`config.mk`:
```
export PLATFORM = sky130hd
export DESIGN_NAME = operand_deserializer
export DESIGN_NICKNAME = d
export VERILOG_FILES = /design/src/rtl/operand_deserializer.sv
export SDC_FILE = /design/constraint.sdc
export NUM_CORES = 1
export LEC_CHECK = 0
export CORE_UTILIZATION = 60
export CTS_CLUSTER_DIAMETER = 200
export DETAILED_ROUTE_END_ITERATION = 12
export DONT_BUFFER_PORTS = 1
export PLACE_DENSITY_LB_ADDON = 0.08
export SYNTH_ARGS = -nofsm -noshare
export SYNTH_HDL_FRONTEND = slang
export SYNTH_SLANG_ARGS = --single-unit
```
`constraint.sdc`:
```
create_clock -name w_clk -period 3.9 [get_ports w_clk]
set_clock_uncertainty 0.15 [all_clocks]
set_input_delay 0.585 -clock w_clk [delete_from_list [all_inputs] [get_ports w_clk]]
set_output_delay 0.585 -clock w_clk [all_outputs]
set_load 0.03 [all_outputs]
```
`src/rtl/operand_deserializer.sv`:
```
// operand_deserializer: bit-serial (LSB first) to word-parallel operand loader
// feeding the ripple-carry adder stage through a valid/ready handshake.
// Optional build macro DESER_DBUF_EN adds a holding register behind the shift
// register so filling can overlap with a pending output pair.
module operand_deserializer #(
  parameter int unsigned D_N = 32
) (
  input  logic                     w_clk,
  input  logic                     w_rst,
  input  logic                     w_in_vld,
  input  logic                     w_a,
  input  logic                     w_b,
  output logic                     w_in_rdy,
  output logic                     w_out_vld,
  input  logic                     w_out_rdy,
  output logic [D_N-1:0]           w_opa,
  output logic [D_N-1:0]           w_opb,
  output logic [$clog2(D_N+1)-1:0] w_cnt
);

  localparam int unsigned CNT_W = $clog2(D_N + 1);
  localparam logic [CNT_W-1:0] CNT_LAST = CNT_W'(D_N - 1);
  localparam logic [CNT_W-1:0] CNT_FULL = CNT_W'(D_N);

  // S_FULL means a completed pair is presented on w_opa/w_opb
  typedef enum logic {
    S_FILL = 1'b0,
    S_FULL = 1'b1
  } state_t;

  state_t           state_q;
  state_t           state_d;
  logic [D_N-1:0]   sa_q;
  logic [D_N-1:0]   sb_q;
  logic [D_N-1:0]   sa_d;
  logic [D_N-1:0]   sb_d;
  logic [CNT_W-1:0] cnt_q;
  logic [CNT_W-1:0] cnt_d;
  logic             accept;
  logic             word_done;
  logic             xfer;
  logic             load;

  assign w_cnt = cnt_q;

  // Handshake decode, shift-register next value and bit counter next value
  always_comb begin
    accept    = w_in_vld & w_in_rdy;
    word_done = accept & (cnt_q == CNT_LAST);
    xfer      = (state_q == S_FULL) & w_out_rdy;
    sa_d      = sa_q;
    sb_d      = sb_q;
    cnt_d     = cnt_q;
    if (accept) begin
      sa_d = {w_a, sa_q[D_N-1:1]};
      sb_d = {w_b, sb_q[D_N-1:1]};
    end
`ifdef DESER_DBUF_EN
    // A finished word enters hold when hold is free or draining this edge;
    // a parked word (cnt == D_N) follows as soon as hold drains.
    load = (word_done & ((state_q == S_FILL) | xfer)) |
           ((cnt_q == CNT_FULL) & xfer);
    if (load) begin
      cnt_d = '0;
    end else if (accept) begin
      cnt_d = cnt_q + CNT_W'(1);
    end
`else
    // Single buffer: counter parks at D_N while the pair is presented
    load = word_done;
    if (xfer) begin
      cnt_d = '0;
    end else if (accept) begin
      cnt_d = cnt_q + CNT_W'(1);
    end
`endif
  end

  // State register
  always_ff @(posedge w_clk) begin
    if (w_rst) begin
      state_q <= S_FILL;
    end else begin
      state_q <= state_d;
    end
  end

  // Next-state logic
  always_comb begin
    state_d = state_q;
    case (state_q)
      S_FILL:  if (load) state_d = S_FULL;
      S_FULL:  if (xfer && !load) state_d = S_FILL;
      default: state_d = S_FILL;
    endcase
  end

  // Output decode: readiness never looks at w_in_vld, validity never at w_out_rdy
  always_comb begin
    w_out_vld = 1'b0;
    w_in_rdy  = 1'b0;
    w_out_vld = (state_q == S_FULL);
`ifdef DESER_DBUF_EN
    w_in_rdy  = ~w_rst & (cnt_q != CNT_FULL);
`else
    w_in_rdy  = ~w_rst & (state_q == S_FILL);
`endif
  end

  // Datapath registers; output words change only on a load edge
  always_ff @(posedge w_clk) begin
    if (w_rst) begin
      sa_q  <= '0;
      sb_q  <= '0;
      cnt_q <= '0;
      w_opa <= '0;
      w_opb <= '0;
    end else begin
      sa_q  <= sa_d;
      sb_q  <= sb_d;
      cnt_q <= cnt_d;
      if (load) begin
        w_opa <= sa_d;
        w_opb <= sb_d;
      end
    end
  end

endmodule

```
==> results of run 1 <==
[final timing paths]
check	slack, ns	endpoint	startpoint	depth (start not counted)
hold / removal	0.06	sa_q[31]$_SDFF_PP0_	w_a	2
setup / recovery	1.35	w_opb[10]$_SDFFE_PP0P_	w_cnt[4]$_SDFFE_PP0P_	3
setup reg to reg	1.35	w_opb[10]$_SDFFE_PP0P_	w_cnt[4]$_SDFFE_PP0P_	3
hold reg to reg	0.32	sb_q[14]$_SDFF_PP0_	sb_q[15]$_SDFF_PP0_	2
[area by class of cell]
cell class,count,share of cell area
Sequential cell,133,0.4865
Multi-Input combinational cell,409,0.3576
Inverter,1,0.0006859
Clock inverter,12,0.03727
Tap cell,102,0.02332
Clock buffer,18,0.07819
Timing Repair Buffer,9,0.01646
[state kept, by name, summed over array words and instances (netlist names)]
signal,cells
w_out_vld,1
w_opb,32
w_opa,32
sa_q,31
w_cnt,6
sb_q,31
[cell usage after synthesis, types with 2 or more instances]
cell type,count,area (µm²)
o21ai_0,51,255.2
nand4_1,2,12.51
o21ai_1,14,70.07
nand2_1,128,480.5
dfxtp_1,133,2663
o211ai_1,2,15.01
or4b_1,2,20.02
buf_6,8,90.09
buf_2,18,90.09
a21oi_1,131,655.6
nand3_1,64,320.3
clkbuf_1,27,101.4
buf_1,4,15.01
o31ai_1,3,22.52
[through the flow]
step / util / hold WS [ns]
2_1_floorplan: - / 0.2866
3_3_place_gp: 0.6152 / 0.2864
3_5_place_dp: 0.6152 / 0.2931
4_1_cts: 0.7010 / 0.05458
5_1_grt: 0.7010 / 0.06697
6_report: 0.7010 / 0.06402
[critical path, delay by kind of cell (launching register included)]
kind | cells | cell delay (ns)
DFF | 1 | 0.62
AOI/OAI and AO/OA | 2 | 0.44
and+or+nand+nor | 1 | 1.16
[cell families after synthesis]
| family | count (synthesis) | share of synthesized area |
|---|---|---|
| and+or+nand+nor | 205 | 0.1825 |
| AOI/OAI and AO/OA | 202 | 0.2088 |
| DFF | 133 | 0.5418 |
| buffers and inverters | 59 | 0.06263 |
| xor gates and xnor gates | 1 | 0.001782 |
| adders and majority gates | 1 | 0.002545 |
[metal layers]
layer | share of wire | up-vias
met3 | 0.062 | 10
met4 | 0.0074 | 0
met2 | 0.50 | 115
li1 | - | 2000
met1 | 0.43 | 1918
met5 | 0 | -
[power breakdown]
group | switching (mW) | total (mW) | internal (mW) | leakage [nW]
logic | 0.0458 | 0.0556 | 0.00971 | 0.348
clock network | 0.567 | 1.68 | 1.11 | 0.299
registers | 0.00535 | 1.37 | 1.36 | 1.07
total | 0.618 | 3.10 | 2.49 | 1.72
[repair_timing]
action | CTS | global route
hold buffers | 2 | 0
endpoints found under the hold margin | 101 | 0
setup buffers | 0 | 0
==> results.md, run 1 <==
- Status: finished clean
- EDFF count, synth: 0
- Pre-CTS setup slack: 1.386 ns
- Maximum capacitance violations: 0
- Largest net degree at the start of global routing: 102
- Die Span Y: 92.51 µm
- Power density cells: 567.1 nW/µm²
- Iter 0 DRT Violations: 329
- Slew margin rel.: 0.1912
- Worst path arrival time: 2.74 ns
- Final slew viol count: 0
- Via density: 5.911
- Clk sinks: 133
- Area after DPL: 4803 µm²
- CP peak stage delay: 1.16 ns
- First-pass GRT wire length: 18.00 mm
- Endpoints failing setup: 0
- Fill count: 658
- Antenna violations before repair: 0
- Worst setup margin: 1.348 ns
- Fin crit period: 2.552 ns
- I/O pins: 78
- Placed insts: 652
- Pre-Repair DR Iteration Count: 5
- GR Layer Usage met1: 0.3270
- Reg area: 2663 µm²
- Cell area after layout: 5473 µm²
- H-tree depth: 4
- Total Wirelength: 10.78 mm
- Port bufs: 0
- Non-filler cells, final: 684
- Clk slew on worst S/H paths: 0.06 ns
- Grt total ovfl: 0
- Vias in the first global route: 3766
- Core outline area: 7807 µm²
- Busiest metal layer after global routing: met2
- Worst Path Max Fanout: 64
- Commonest non-fill, non-tap cell in the layout: dfxtp_1
- Avg WL per Cell: 15.76 µm
- Num CTS Buffers: 17
- Sequential fraction of the synthesis area: 0.5418
- Clock latency at the later pin of the worst-skew pair: 0.50 ns
- Met2 usage: 0.4438
- Vias: 4043
- CP max stage cell: or4b_2
- Most frequent cells in the layout: 133 x dfxtp_1, 131 x a21oi_1, 128 x nand2_1
- PostCTS Resize Cnt: 0
- Tot Pwr: 3.104 mW
- Multi-input logic area: 1957 µm²
- Post-layout net count: 578
- Synth Net Count: 608
- DRC viols: 0
- Ys async rst share: 0
- Startpoint types: flop
- DP Wirelength: 5.820 mm
- Slew @ Worst Pin: 1.213 ns
- Critical Path RT: 4.09 ns
- Post-route ant nets: 0
- Share of cells above drive strength 1: 0.07388
- All-Layer GR Usage: 0.2654
- Ant diodes: 0
- Gate Count Post-Synth: 601
- Achievable frequency: 391.8 MHz
- Die Span X: 92.51 µm
- Syn Area/Cell: 8.178 µm²
- Row cnt: 32
- VDD IR max: 0.3906 mV
- Setup TNS: 0 ns
- Max Buffers Root-to-Sink: 2
- CP Capture Type: flop
- Die area: 8557 µm²
- Starting Density: 0.6295
- TritonCTS clock tree: built
- RSZ-0062 raised after global routing: no
- Synthesized area: 4915 µm²
- Final Cycle Share: 0.6545
- Yosys cell types: 28
- Crit path cell chain: or4b_2, o21ai_0, a21oi_1
- Clk root buf: clkbuf_8
- Synth warn: 0
- Setup CP Type: reg -> reg
- #FFs+latches synth: 133
- Final hold viol count: 0
- Met3 usage: 0.07225
- Top_reg_cell synth: dfxtp_1
- Leak: 1.718 nW
- Area growth, synth to finish: 11.35%
- Worst hold-check path type: in -> reg
- GPL Wtd Cong: 0.7725
Note: power is estimated with default switching activity, not from simulation.
==> inputs of run 2 (changes only) <==
clock period = 2.5 ns   (was 3.9 ns; I/O delays follow)
==> run 2 against run 1 <==
Compared with the run above: global-route usage grew 1.3 points; flip-flop and latch count is the same; wire length grew 4.2%; register-to-register slack lost 1.2 ns; first-iteration DRC count shrank 17%; power grew 47%; fmax grew 11%; sequential share of layout area shrank 2.3 points.
==> results.md, run 2 (same netlist as run 1, synthesis figures left out) <==
- Status: finished clean
- Setup CP Type: reg -> reg
- Maximum capacitance violations: 0
- Vias: 4190
- Die Span Y: 92.51 µm
- Reg area: 2663 µm²
- Fill count: 584
- Setup TNS: 0 ns
- Port bufs: 0
- Antenna violations before repair: 0
- Iter 0 DRT Violations: 273
- Hold Slack: 0.1043 ns
- Grt total ovfl: 0
- Leak: 1.885 nW
- Max Buffers Root-to-Sink: 2
- Most frequent cells in the layout: 133 x dfxtp_1, 131 x a21oi_1, 128 x nand2_1
- Power density cells: 795.1 nW/µm²
- DRC viols: 0
- Via density: 5.852
- Crit path cell chain: and4_2, buf_12, nand3_1, a21oi_1, dlygate4sd3_1
- Critical Path RT: 2.80 ns
- Slew margin rel.: 0.6746
- Family with the most delay on the worst path: buffers and inverters
- Ant diodes: 0
- Slew @ Worst Pin: 0.4882 ns
- I/O pins: 78
- Starting Density: 0.6295
- Die Span X: 92.51 µm
- Startpoint types: flop
- Post-layout net count: 608
- CP max stage cell: dfxtp_1
- Fin crit period: 2.304 ns
- Avg WL per Cell: 15.69 µm
- Post-route ant nets: 0
- CP Capture Type: flop
- Total Wirelength: 11.23 mm
- RSZ-0062 raised after global routing: no
- Final hold viol count: 0
- Worst Path Max Fanout: 64
- H-tree depth: 4
- Die area: 8557 µm²
- Multi-input logic area: 1963 µm²
- Achievable frequency: 434.1 MHz
- Area growth, synth to finish: 16.90%
- CP peak stage delay: 0.60 ns
- Row cnt: 32
- Pre-Repair DR Iteration Count: 5
- Clk slew on worst S/H paths: 0.06 ns
- Vias in the first global route: 3923
- Largest net degree at the start of global routing: 111
- Final Cycle Share: 0.9215
- Buf+Inv Stages, Crit Path: 2
- First-pass GRT wire length: 18.81 mm
- Clk sinks: 133
- Worst path arrival time: 2.60 ns
- Post-CTS Setup Bufs: 0
- DP Wirelength: 6.019 mm
- Core outline area: 7807 µm²
- All-Layer GR Usage: 0.2787
- Final slew viol count: 0
- Worst hold-check path type: in -> reg
- Endpoints failing setup: 0
- GPL Wtd Cong: 0.7919
- Largest regs: w_opa (32), w_opb (32)
- Share of cells above drive strength 1: 0.08143
- Clock latency at the later pin of the worst-skew pair: 0.51 ns
- VDD IR max: 0.5893 mV
- TritonCTS clock tree: built
- Num CTS Buffers: 17
- Commonest non-fill, non-tap cell in the layout: dfxtp_1
- Clk root buf: clkbuf_8
[run 2: cell types whose count changed in the layout (fill, tap and decap cells not counted), sizes merged]
cell	previous run	this run
dlygate4sd3	1	23
clkinv	3	4
clkbuf	18	21
clkinvlp	3	5
buf	8	16
bufinv	5	2
inv	2	1
[run 2: what timing repair did]
| item | CTS | global route |
|---|---|---|
| hold endpoints to repair | 133 | 0 |
| resized for setup | 0 | 2 |
| hold buffers | 24 | 0 |
| setup endpoints to repair | 0 | 14 |
[run 2: tightest hold or removal path, stage by stage]
cell and delay, ns:
nor3b_2 0.03, buf_4 0.19, nand2_1 0.08, a21oi_1 0.05
[run 2: final cells by class]
type                    count  share of cell area
clock buffers              21             0.07644
clock inverters            11             0.02243
well taps                 102             0.02221
inverters                   1           0.0006533
repair buffers             39             0.07317
multi-input cells         409              0.3417
flip-flops and latches    133              0.4634
[run 2: worst paths after layout]
path	from	endpoint	slack [ns]	depth (start not counted)
setup / recovery	w_cnt[3]$_SDFFE_PP0P_	w_opa[31]$_SDFFE_PP0P_	0.20	5
hold / removal	w_rst	sb_q[19]$_SDFF_PP0_	0.10	4
setup reg to reg	w_cnt[3]$_SDFFE_PP0P_	w_opa[31]$_SDFFE_PP0P_	0.20	5
hold reg to reg	sa_q[1]$_SDFF_PP0_	sa_q[1]$_SDFF_PP0_	0.30	2
[run 2: through the flow]
step	utilization	power [mW]	std cells	worst slack (ns)	instance area (µm²)
after floorplan	-	2.251	601	0.5668	4915
after global routing	0.7359	4.712	716	0.09724	5746
after global placement	0.6293	2.235	660	0.5529	4913
final	0.7359	4.568	716	0.1963	5746
after CTS	0.7351	4.599	716	0.01696	5739
after detailed placement	0.6293	2.236	660	0.4925	4913
[run 2: where the power goes]
group          switching (mW)  internal [mW]
clock                   0.894           1.45
combinational          0.0761         0.0247
sequential            0.00315           2.12
[run 2: layer usage]
layer | share of wire | global-route usage | vias to the layer above
met5 | 0 | 0 | -
met4 | 0.013 | 0.1068 | 0
met3 | 0.061 | 0.08456 | 14
met2 | 0.50 | 0.4660 | 117
met1 | 0.42 | 0.3358 | 1992
li1 | - | - | 2067
